`config.mk`:
```
export PLATFORM = sky130hd
export DESIGN_NAME = prng_arbiter_ctrl_flat
export DESIGN_NICKNAME = d
export VERILOG_FILES = /design/src/rtl/prng_arbiter_ctrl_if.sv /design/src/rtl/prng_arbiter_ctrl.sv /design/src/flat_wrapper.sv
export SDC_FILE = /design/constraint.sdc
export NUM_CORES = 1
export LEC_CHECK = 0
export ABC_AREA = 1
export CAP_MARGIN = 20
export CORE_AREA = 2 2 413 415
export CTS_CLUSTER_DIAMETER = 150
export CTS_CLUSTER_SIZE = 30
export DETAILED_ROUTE_END_ITERATION = 12
export DIE_AREA = 0 0 415 417
export GPL_ROUTABILITY_DRIVEN = 0
export SYNTH_ARGS = -nofsm -noshare
export SYNTH_HDL_FRONTEND = slang
export SYNTH_SLANG_ARGS = --single-unit
```
`constraint.sdc`:
```
create_clock -name clk -period 2.1 [get_ports clk]
set_input_delay 0.315 -clock clk [delete_from_list [all_inputs] [get_ports clk]]
set_output_delay 0.315 -clock clk [all_outputs]
set_load 0.1 [all_outputs]
```
`src/rtl/prng_arbiter_ctrl_if.sv`:
```
// prng_arbiter_ctrl_if: request/grant and response channel between requesters and the PRNG arbiter
//   master: requester side, drives req and rsp_ready
//   slave : arbiter side, drives grant and the rsp_* response fields
interface prng_arbiter_ctrl_if #(
  parameter int N_REQ = 4,
  parameter int ID_W = 2,
  parameter int SEED_W = 9,
  parameter int DATA_W = 512
);
  logic [N_REQ-1:0] req;
  logic [N_REQ-1:0] grant;
  logic rsp_valid;
  logic rsp_ready;
  logic [DATA_W-1:0] rsp_data;
  logic [ID_W-1:0] rsp_id;
  logic rsp_err;
  logic [SEED_W-1:0] rsp_seed;
  modport master (output req, rsp_ready, input grant, rsp_valid, rsp_data, rsp_id, rsp_err, rsp_seed);
  modport slave (input req, rsp_ready, output grant, rsp_valid, rsp_data, rsp_id, rsp_err, rsp_seed);
endinterface

```
`src/rtl/prng_arbiter_ctrl.sv`:
```
// prng_arbiter_ctrl: round-robin sharing of one LFSR PRNG between requesters, with seed sequencing and timeout
//   clk, rst_n          : clock, synchronous active-low reset
//   bus (slave)         : req/grant and valid/ready response channel (data, id, err, seed)
//   seed_base(_we)      : reload of the seed counter, taken only while idle
//   busy, err_sticky    : transaction in progress, any timeout since reset
//   prng_*              : generator control (reset, seed load, seed) and result (out, done)
module prng_arbiter_ctrl #(
  parameter int N_REQ = 4,
  parameter int ID_W = 2,
  parameter int SEED_W = 9,
  parameter int DATA_W = 512,
  parameter int TIMEOUT = 600
) (
  input  logic clk,
  input  logic rst_n,
  prng_arbiter_ctrl_if.slave bus,
  input  logic [SEED_W-1:0] seed_base,
  input  logic seed_base_we,
  output logic busy,
  output logic err_sticky,
  output logic prng_rst,
  output logic prng_load_seed,
  output logic [SEED_W-1:0] prng_seed,
  input  logic [DATA_W-1:0] prng_out,
  input  logic prng_done
);
  localparam int CNT_W = $clog2(TIMEOUT);
  typedef enum logic [2:0] {IDLE, CLR, LOAD, GEN, RESP} state_t;
  state_t state, next;
  logic [ID_W-1:0] ptr, win, idx;
  logic hit;
  logic [SEED_W-1:0] seed_reg, seed_inc;
  logic [CNT_W-1:0] cnt;
  logic expired;
  // Scan downward so the nearest set bit after ptr is the last assignment and wins.
  always_comb begin
    win = '0;
    hit = 1'b0;
    idx = '0;
    for (int i = N_REQ; i >= 1; i--) begin
      idx = ID_W'((int'(ptr) + i) % N_REQ);
      if (bus.req[idx]) begin
        win = idx;
        hit = 1'b1;
      end
    end
  end
  // Seed sequence skips 0, which would lock the LFSR.
  assign seed_inc = (seed_reg == '1) ? SEED_W'(1) : seed_reg + 1'b1;
  assign expired = cnt == CNT_W'(TIMEOUT - 1);
  always_comb begin
    next = state;
    case (state)
      IDLE: next = hit ? CLR : IDLE;
      CLR: next = LOAD;
      LOAD: next = GEN;
      GEN: next = (prng_done || expired) ? RESP : GEN;
      RESP: next = bus.rsp_ready ? IDLE : RESP;
      default: next = IDLE;
    endcase
  end
  always_ff @(posedge clk) begin
    if (!rst_n) begin
      state <= IDLE;
      bus.grant <= '0;
      bus.rsp_data <= '0;
      bus.rsp_id <= '0;
      bus.rsp_err <= 1'b0;
      bus.rsp_seed <= '0;
      err_sticky <= 1'b0;
      ptr <= ID_W'(N_REQ - 1);
      seed_reg <= SEED_W'(1);
      cnt <= '0;
    end else begin
      state <= next;
      case (state)
        IDLE:
          if (hit) begin
            bus.grant <= N_REQ'(1) << win;
            bus.rsp_id <= win;
            ptr <= win;
            bus.rsp_seed <= seed_reg;
          end else if (seed_base_we) begin
            seed_reg <= (seed_base == '0) ? SEED_W'(1) : seed_base;
          end
        LOAD: seed_reg <= seed_inc;
        GEN:
          if (prng_done) begin
            bus.rsp_data <= prng_out;
            bus.rsp_err <= 1'b0;
            cnt <= '0;
          end else if (expired) begin
            bus.rsp_data <= '0;
            bus.rsp_err <= 1'b1;
            err_sticky <= 1'b1;
            cnt <= '0;
          end else begin
            cnt <= cnt + 1'b1;
          end
        RESP:
          if (bus.rsp_ready) bus.grant <= '0;
        default: ;
      endcase
    end
  end
  assign bus.rsp_valid = state == RESP;
  assign busy = state != IDLE;
  assign prng_rst = !rst_n || state == CLR;
  assign prng_load_seed = state == LOAD;
  assign prng_seed = bus.rsp_seed;
endmodule
```
`src/flat_wrapper.sv`:
```
// flat-port wrapper written by rule: the top's interface ports become plain ports
module prng_arbiter_ctrl_flat 
#(
  parameter int N_REQ = 4,
  parameter int ID_W = 2,
  parameter int SEED_W = 9,
  parameter int DATA_W = 512,
  parameter int TIMEOUT = 600
)
  (clk, rst_n, seed_base, seed_base_we, busy, err_sticky, prng_rst, prng_load_seed, prng_seed, prng_out, prng_done, bus_req, bus_rsp_ready, bus_grant, bus_rsp_valid, bus_rsp_data, bus_rsp_id, bus_rsp_err, bus_rsp_seed);
  prng_arbiter_ctrl_if #(.N_REQ(N_REQ), .ID_W(ID_W), .SEED_W(SEED_W), .DATA_W(DATA_W)) bus_i ();
  input  logic clk;
  input  logic rst_n;
  input  logic [SEED_W-1:0] seed_base;
  input  logic seed_base_we;
  output logic busy;
  output logic err_sticky;
  output logic prng_rst;
  output logic prng_load_seed;
  output logic [SEED_W-1:0] prng_seed;
  input  logic [DATA_W-1:0] prng_out;
  input  logic prng_done;
  input wire logic [$bits(bus_i.req)-1:0] bus_req;
  input wire logic [$bits(bus_i.rsp_ready)-1:0] bus_rsp_ready;
  output wire logic [$bits(bus_i.grant)-1:0] bus_grant;
  output wire logic [$bits(bus_i.rsp_valid)-1:0] bus_rsp_valid;
  output wire logic [$bits(bus_i.rsp_data)-1:0] bus_rsp_data;
  output wire logic [$bits(bus_i.rsp_id)-1:0] bus_rsp_id;
  output wire logic [$bits(bus_i.rsp_err)-1:0] bus_rsp_err;
  output wire logic [$bits(bus_i.rsp_seed)-1:0] bus_rsp_seed;
  assign bus_i.req = bus_req;
  assign bus_i.rsp_ready = bus_rsp_ready;
  assign bus_grant = bus_i.grant;
  assign bus_rsp_valid = bus_i.rsp_valid;
  assign bus_rsp_data = bus_i.rsp_data;
  assign bus_rsp_id = bus_i.rsp_id;
  assign bus_rsp_err = bus_i.rsp_err;
  assign bus_rsp_seed = bus_i.rsp_seed;
  prng_arbiter_ctrl #(.N_REQ(N_REQ), .ID_W(ID_W), .SEED_W(SEED_W), .DATA_W(DATA_W), .TIMEOUT(TIMEOUT)) u_core (.clk(clk), .rst_n(rst_n), .bus(bus_i), .seed_base(seed_base), .seed_base_we(seed_base_we), .busy(busy), .err_sticky(err_sticky), .prng_rst(prng_rst), .prng_load_seed(prng_load_seed), .prng_seed(prng_seed), .prng_out(prng_out), .prng_done(prng_done));
endmodule
```
==> metrics.yaml, run 1 <==
placement:
  dp_slack_ns: 0.0577
  hpwlAfterDp_um: 101000
  dpl_cell_area_um2: 32700
  placed_cells: 5707
  numPortBuffers: 1071
cts:
  path_clk_slew_ns: 0.12
  cts.htree.levels: 1
  ctsRootBufferMaster: "clkbuf_16"
  cts_made_buffers: 27
  clkLatencyLatePin_ns: 0.69
  cts_tree: "yes"
  cts_num_sinks: 553
  postCtsSetupBuffers: 0
  clk_path_buf_depth: 3
die:
  core_area_um2: 169000
  initial_utilization: 0.122
  row_count: 151
  fp.dieH_um: 417
  die-width_um: 415
  ios: 1072
  dieArea_um2: 173000
power_and_ir_drop:
  irDropWorstVdd_mv: 0.674
  p_leak_nw: 14.9
  cellPowerDensity_nw_per_um2: 910
worst_setup_path:
  worst-path-max-fanout: 5
  crit_required_ns: 1.78
  r2r_setup_slack_ns: 0.19
  cp-start-kind: "flop"
  crit_type: "flop to output pin"
  critPathArrivalTime_ns: 1.69
  end_kind: "output pin"
  r2r_cells: 10
  r2r_end: "u_core.seed_reg[4]"
  r2r_start: "u_core.seed_reg[0]"
finish:
  reg_top3: "u_core.bus.rsp_data: 512 flops, u_core.cnt: 10 flops"
  multi_input_area_um2: 6400
  final_cell_mix: "571 x buf_4, 552 x dfxtp_1, 538 x inv_1, 528 x clkdlybuf4s50_1, 521 x nand3_1"
  drive_gt1_frac: 0.198
  regArea_um2: 11100
  fin_area_um2: 33700
  syn_to_final_growth_pct: 63.4
  largest_register_ffs: 512
  nFillCells: 18762
  layout_commonest_cell: "buf_4"
  finalNonFillerCells: 5751
  nets: 4052
  regMostFlops: "u_core.bus.rsp_data"
yosys:
  ys_ff_latch: 553
  syn_area_um2: 20600
  yosysUniqueCellTypes: 39
  synth_nets: 3068
  ys_warn_count: 0
  ys.flop_type: "dfxtp_1"
  synthArstFlopShare: 0
  yosysSeqAreaShare: 0.537
  postSynthCellCount: 2535
  synth_edf_count: 0
  syn_avg_cell_area_um2: 8.13
detailed_routing:
  vias: 21338
  wirelength_um: 121000
  firstDrtPassIters: 7
  ant_nets: 0
  drtIter0Drc: 1928
  drc_errors: 0
  viasPerCell: 3.71
  drt-wirelength-per-cell_um: 21.1
timing:
  finalMaxSlewViolations: 0
  min_period_over_period: 0.954
  clock.fmax_mhz: 499
  worst-slew-pin-transition_ns: 0.566
  relSlewSlack: 0.622
  fin_crit_ns: 2.00
  hold_viol: 0
  finalSetupViolCount: 0
  rsz0062_at_grt: "yes"
  tns_ns: 0
  fin_ws_ns: 0.0969
  hold_slack_ns: 0.148
  clock_skew_ns: 0.0475
global_routing:
  track_usage: 0.132
  overflow: 0
  grt_first_pass_wirelength_um: 162000
  first_global_vias: 20050
  antenna_found_initial: 57
  grt_max_degree: 98
worst_hold_path:
  whs_endpoint: "u_core.bus.rsp_data[16]"
  hold_path_class: "input port to flop"
  hp-start: "prng_out[16]"
  hold_depth: 3
run_status:
  status: "finished clean"
flow_run:
  drv_cap: 0
metrics by stage:
step / power, mW / util
2_1_floorplan: 20.1 / -
5_1_grt: 31.9 / 0.200
6_report: 30.6 / 0.200
3_5_place_dp: 24.1 / 0.194
4_1_cts: 31.1 / 0.200
3_3_place_gp: 24.0 / 0.194
repair_timing:
action                                  in CTS  in global routing
hold buffers                                 1                  0
hold endpoints to repair                     3                  0
endpoints found under the setup margin       2                 11
pin swaps                                    0                  0
gates resized for setup                      2                  9
cells by family after synthesis:
group	Yosys count	synth area share
AOI/OAI and AO/OA	562	0.138
xor gates and xnor gates	6	0.00255
adders and majority gates	3	0.00182
buffers and inverters	734	0.154
DFF	553	0.537
and+or+nand+nor	677	0.166
report_power, final:
part / switching [mW] / internal [mW] / total [mW]
sequential: 0.621 / 11.3 / 11.9
combinational: 8.87 / 3.02 / 11.9
clock: 4.18 / 2.65 / 6.83
layer usage:
metal,global-route usage,part of all wire,vias to the layer above
met2,0.224,0.48,897
met5,0,0.0023,-
met3,0.0437,0.094,190
met4,0.0356,0.031,42
li1,-,-,10086
met1,0.158,0.39,10123
synth_stat cells, types with 16 or more instances:
master | instances | area share
buf_2 | 16 | 0.0039
a21oi_1 | 21 | 0.0051
nand2_1 | 68 | 0.012
nand3_1 | 522 | 0.13
o21ai_0 | 126 | 0.031
inv_1 | 540 | 0.098
buf_6 | 47 | 0.026
nand3_2 | 23 | 0.011
clkbuf_1 | 77 | 0.014
buf_1 | 38 | 0.0069
nor2_1 | 36 | 0.0066
o21ai_1 | 402 | 0.098
dfxtp_1 | 553 | 0.54
worst max path at each step:
stage / slack, ns / to / from / cells past startpoint
after floorplan: 0.19 / prng_rst / rst_n / 4
after global placement: 0.03 / u_core.seed_reg[4] / bus_req[3] / 11
after detailed placement: 0.06 / u_core.seed_reg[4] / bus_req[3] / 11
after CTS: -0.03 / prng_rst / u_core.state[0] / 5
after global routing: -0.04 / prng_rst / u_core.state[0] / 5
final: 0.1 / prng_load_seed / u_core.state[2] / 4
critical path: stages, from the launching register on:
cell and delay [ns]:
dfxtp_1 0.34, inv_1 0.16, nand3_2 0.19, inv_2 0.14, buf_12 0.18
final cells by class:
cell class | count | area share
multi-input cells | 1248 | 0.190
diodes | 4 | 0.000297
clock buffers | 28 | 0.0202
repair buffers | 1144 | 0.311
flip-flops and latches | 553 | 0.329
well taps | 2218 | 0.0824
clock inverters | 11 | 0.00665
inverters | 545 | 0.0609
No activity file was read; power rests on OpenSTA's default activity.
==> run 2, diff against run 1 <==
PLACE_DENSITY = 0.41   (was default)
==> run 2 against run 1 <==
Effect of this change:
- sequential share of layout area grew 0.11 points
- via count shrank 3.8%
- cell count shrank 0.10%
- maximum frequency grew 1.2%
- clock skew shrank 0.0078 ns
- power shrank 0.79%
- wire length shrank 5.6%
- core utilization shrank 0.059 points
- largest power group is now combinational logic
- largest cell class unchanged
- sequential power is essentially flat
- critical path depth is the same
- clock power shrank 5.6%
==> metrics.yaml, run 2 (synthesized netlist as in run 1, its figures left out) <==
timing:
  clock.fmax_mhz: 505  # +1.2%
  hold_slack_ns: 0.174  # +0.0258 ns
  hold_viol: 0  # unchanged
  tns_ns: 0  # unchanged
  finalSetupViolCount: 0  # unchanged
  min_period_over_period: 0.942  # -0.0117
  rsz0062_at_grt: "no"
  fin_crit_ns: 1.98  # -0.0245 ns
  worst-slew-pin-transition_ns: 0.721  # +0.155 ns
  clock_skew_ns: 0.0396  # -0.00784 ns
  finalMaxSlewViolations: 0  # unchanged
  relSlewSlack: 0.519  # -0.103
placement:
  numPortBuffers: 1071  # unchanged
  hpwlAfterDp_um: 91400  # -9.9%
  dpl_cell_area_um2: 32700  # about the same
  placed_cells: 5704  # -0.053%
worst_setup_path:
  cp-start-kind: "flop"
  cpPeakStageDelay_ns: 0.38  # +0.04 ns
  crit_type: "flop to output pin"
  critPathArrivalTime_ns: 1.66  # -0.03 ns
  r2r_setup_slack_ns: 0.17  # -0.02 ns
  cp_cell_sequence: "inv_2 > nand3_4 > clkinvlp_4 > buf_12"
  crit_required_ns: 1.78  # about the same
  crit_buf_inv: 3  # unchanged
  critical_path.top_delay_family: "buffers and inverters"
  crit_slowest_cell: "dfxtp_1"
  worst-path-max-fanout: 11  # +6
  end_kind: "output pin"
finish:
  layout_commonest_cell: "buf_4"
  nFillCells: 18874  # +0.60%
  syn_to_final_growth_pct: 62.9
  regMostFlops: "u_core.bus.rsp_data"
  fin_area_um2: 33600  # -0.30%
  drive_gt1_frac: 0.196  # -0.00177
  reg_top3: "u_core.bus.rsp_data: 512 flops, u_core.cnt: 10 flops"
  largest_register_ffs: 512  # unchanged
  final_cell_mix: "563 x buf_4, 550 x dfxtp_1, 538 x inv_1, 528 x clkdlybuf4s50_1, 521 x nand3_1"
  nets: 4047  # -0.12%
  finalNonFillerCells: 5745  # -0.10%
global_routing:
  overflow: 0  # unchanged
  grt_max_degree: 117  # +19%
  antenna_found_initial: 41  # -28%
  grt_first_pass_wirelength_um: 157000  # -3.1%
  first_global_vias: 19884  # -0.83%
  track_usage: 0.125  # -0.00695
power_and_ir_drop:
  total_power_mw: 30.4  # -0.79%
  p_leak_nw: 14.8  # -0.37%
  p_clk_frac: 0.212  # -0.011
  internal_power_mw: 16.8  # -0.82%
  p_seq_frac: 0.392  # +0.003
  power_switching_share: 0.446  # about the same
  power_switching_mw: 13.6  # -0.76%
  irDropWorstVdd_mv: 0.690  # +2.4%
  combPwrFrac: 0.396  # +0.008
  cellPowerDensity_nw_per_um2: 906  # -0.50%
detailed_routing:
  wirelength_um: 114000  # -5.6%
  ant_nets: 0  # unchanged
  drc_errors: 0  # unchanged
  wl_met1_um: 47300  # -0.31%
  vias: 20532  # -3.8%
  viasPerCell: 3.57  # -3.7%
  route.met2.wl_um: 56900  # -2.3%
  drtIter0Drc: 1223  # -37%
  wl_met3_um: 7390  # -35%
  drt-wirelength-per-cell_um: 19.9  # -5.5%
  firstDrtPassIters: 5  # -2
  top_layer: "met5"
run_status:
  status: "finished clean"
cts:
  cts_num_sinks: 553  # unchanged
  cts_tree: "yes"
  path_clk_slew_ns: 0.12  # about the same
  cts_made_buffers: 25  # -7.4%
  ctsRootBufferMaster: "clkbuf_16"
  clkLatencyLatePin_ns: 0.67  # -0.02 ns
  cts.htree.levels: 1  # unchanged
  clk_path_buf_depth: 3  # unchanged
die:
  die-width_um: 415  # unchanged
  row_count: 151  # unchanged
  ios: 1072  # unchanged
  core_area_um2: 169000  # unchanged
  initial_utilization: 0.122  # unchanged
  dieArea_um2: 173000  # unchanged
  fp.dieH_um: 417  # unchanged
worst_hold_path:
  hold_path_class: "input port to flop"
flow_run:
  drv_cap: 0  # unchanged
-- run 2: changes by cell type in the layout (fill, tap and decap cells not counted), sizes merged --
cell      before  now
clkbuf        28   26
bufinv         1    0
clkinvlp       0    1
diode          4    7
buf          615  612
clkinv         5    3
inv          550  548
-- run 2: power groups by stage --
stage | clock, mW | sequential [mW] | combinational [mW]
after floorplan | 0 | 17.0 | 3.16
after global placement | 0 | 12.1 | 12.2
after detailed placement | 0 | 12.1 | 12.2
after CTS | 6.86 | 11.9 | 12.2
after global routing | 7.10 | 12.0 | 12.7
final | 6.45 | 11.9 | 12.0
-- run 2: per-stage QoR --
stage | worst slack (ns) | util
floorplan | 0.186 | -
global placement | 0.0456 | 0.194
detailed placement | 0.0498 | 0.194
CTS | 0.0219 | 0.199
global route | 0.00114 | 0.199
finish | 0.121 | 0.199
-- run 2: worst min-delay path, stage by stage --
cell and delay (ns):
clkdlybuf4s50_1 0.39, inv_1 0.05, o21ai_1 0.05
-- run 2: per-layer routing --
layer  global-route usage  vias to the layer above
met3               0.0322                      123
met5                    0                        -
li1                     -                    10073
met4               0.0272                       46
met2                0.219                      605
met1                0.152                     9685
-- run 2: cell type report --
| type | count | area, um^2 | share of cell area |
|---|---|---|---|
| clock buffer | 26 | 639 | 0.0190 |
| antenna | 7 | 17.5 | 0.000522 |
| inverter | 545 | 2050 | 0.0612 |
| tap | 2218 | 2780 | 0.0827 |
| clock inverter | 7 | 121 | 0.00362 |
| multi-input combinational | 1248 | 6400 | 0.191 |
| timing repair buffer | 1141 | 10500 | 0.312 |
| sequential | 553 | 11100 | 0.330 |
-- run 2: path summary, 6_finish.rpt --
path,start,endpoint,cells after the start
max reg2reg,u_core.seed_reg[1],u_core.seed_reg[5],11
min reg2reg,u_core.err_sticky,u_core.err_sticky,2
max,u_core.state[2],prng_load_seed,4
min,prng_out[338],u_core.bus.rsp_data[338],3
-- run 2: timing repair --
action	CTS	global route
gates cloned	0	0
endpoints found under the setup margin	3	13
setup buffers	1	0
hold buffers	1	0
endpoints found under the hold margin	5	0
gates resized for setup	8	4
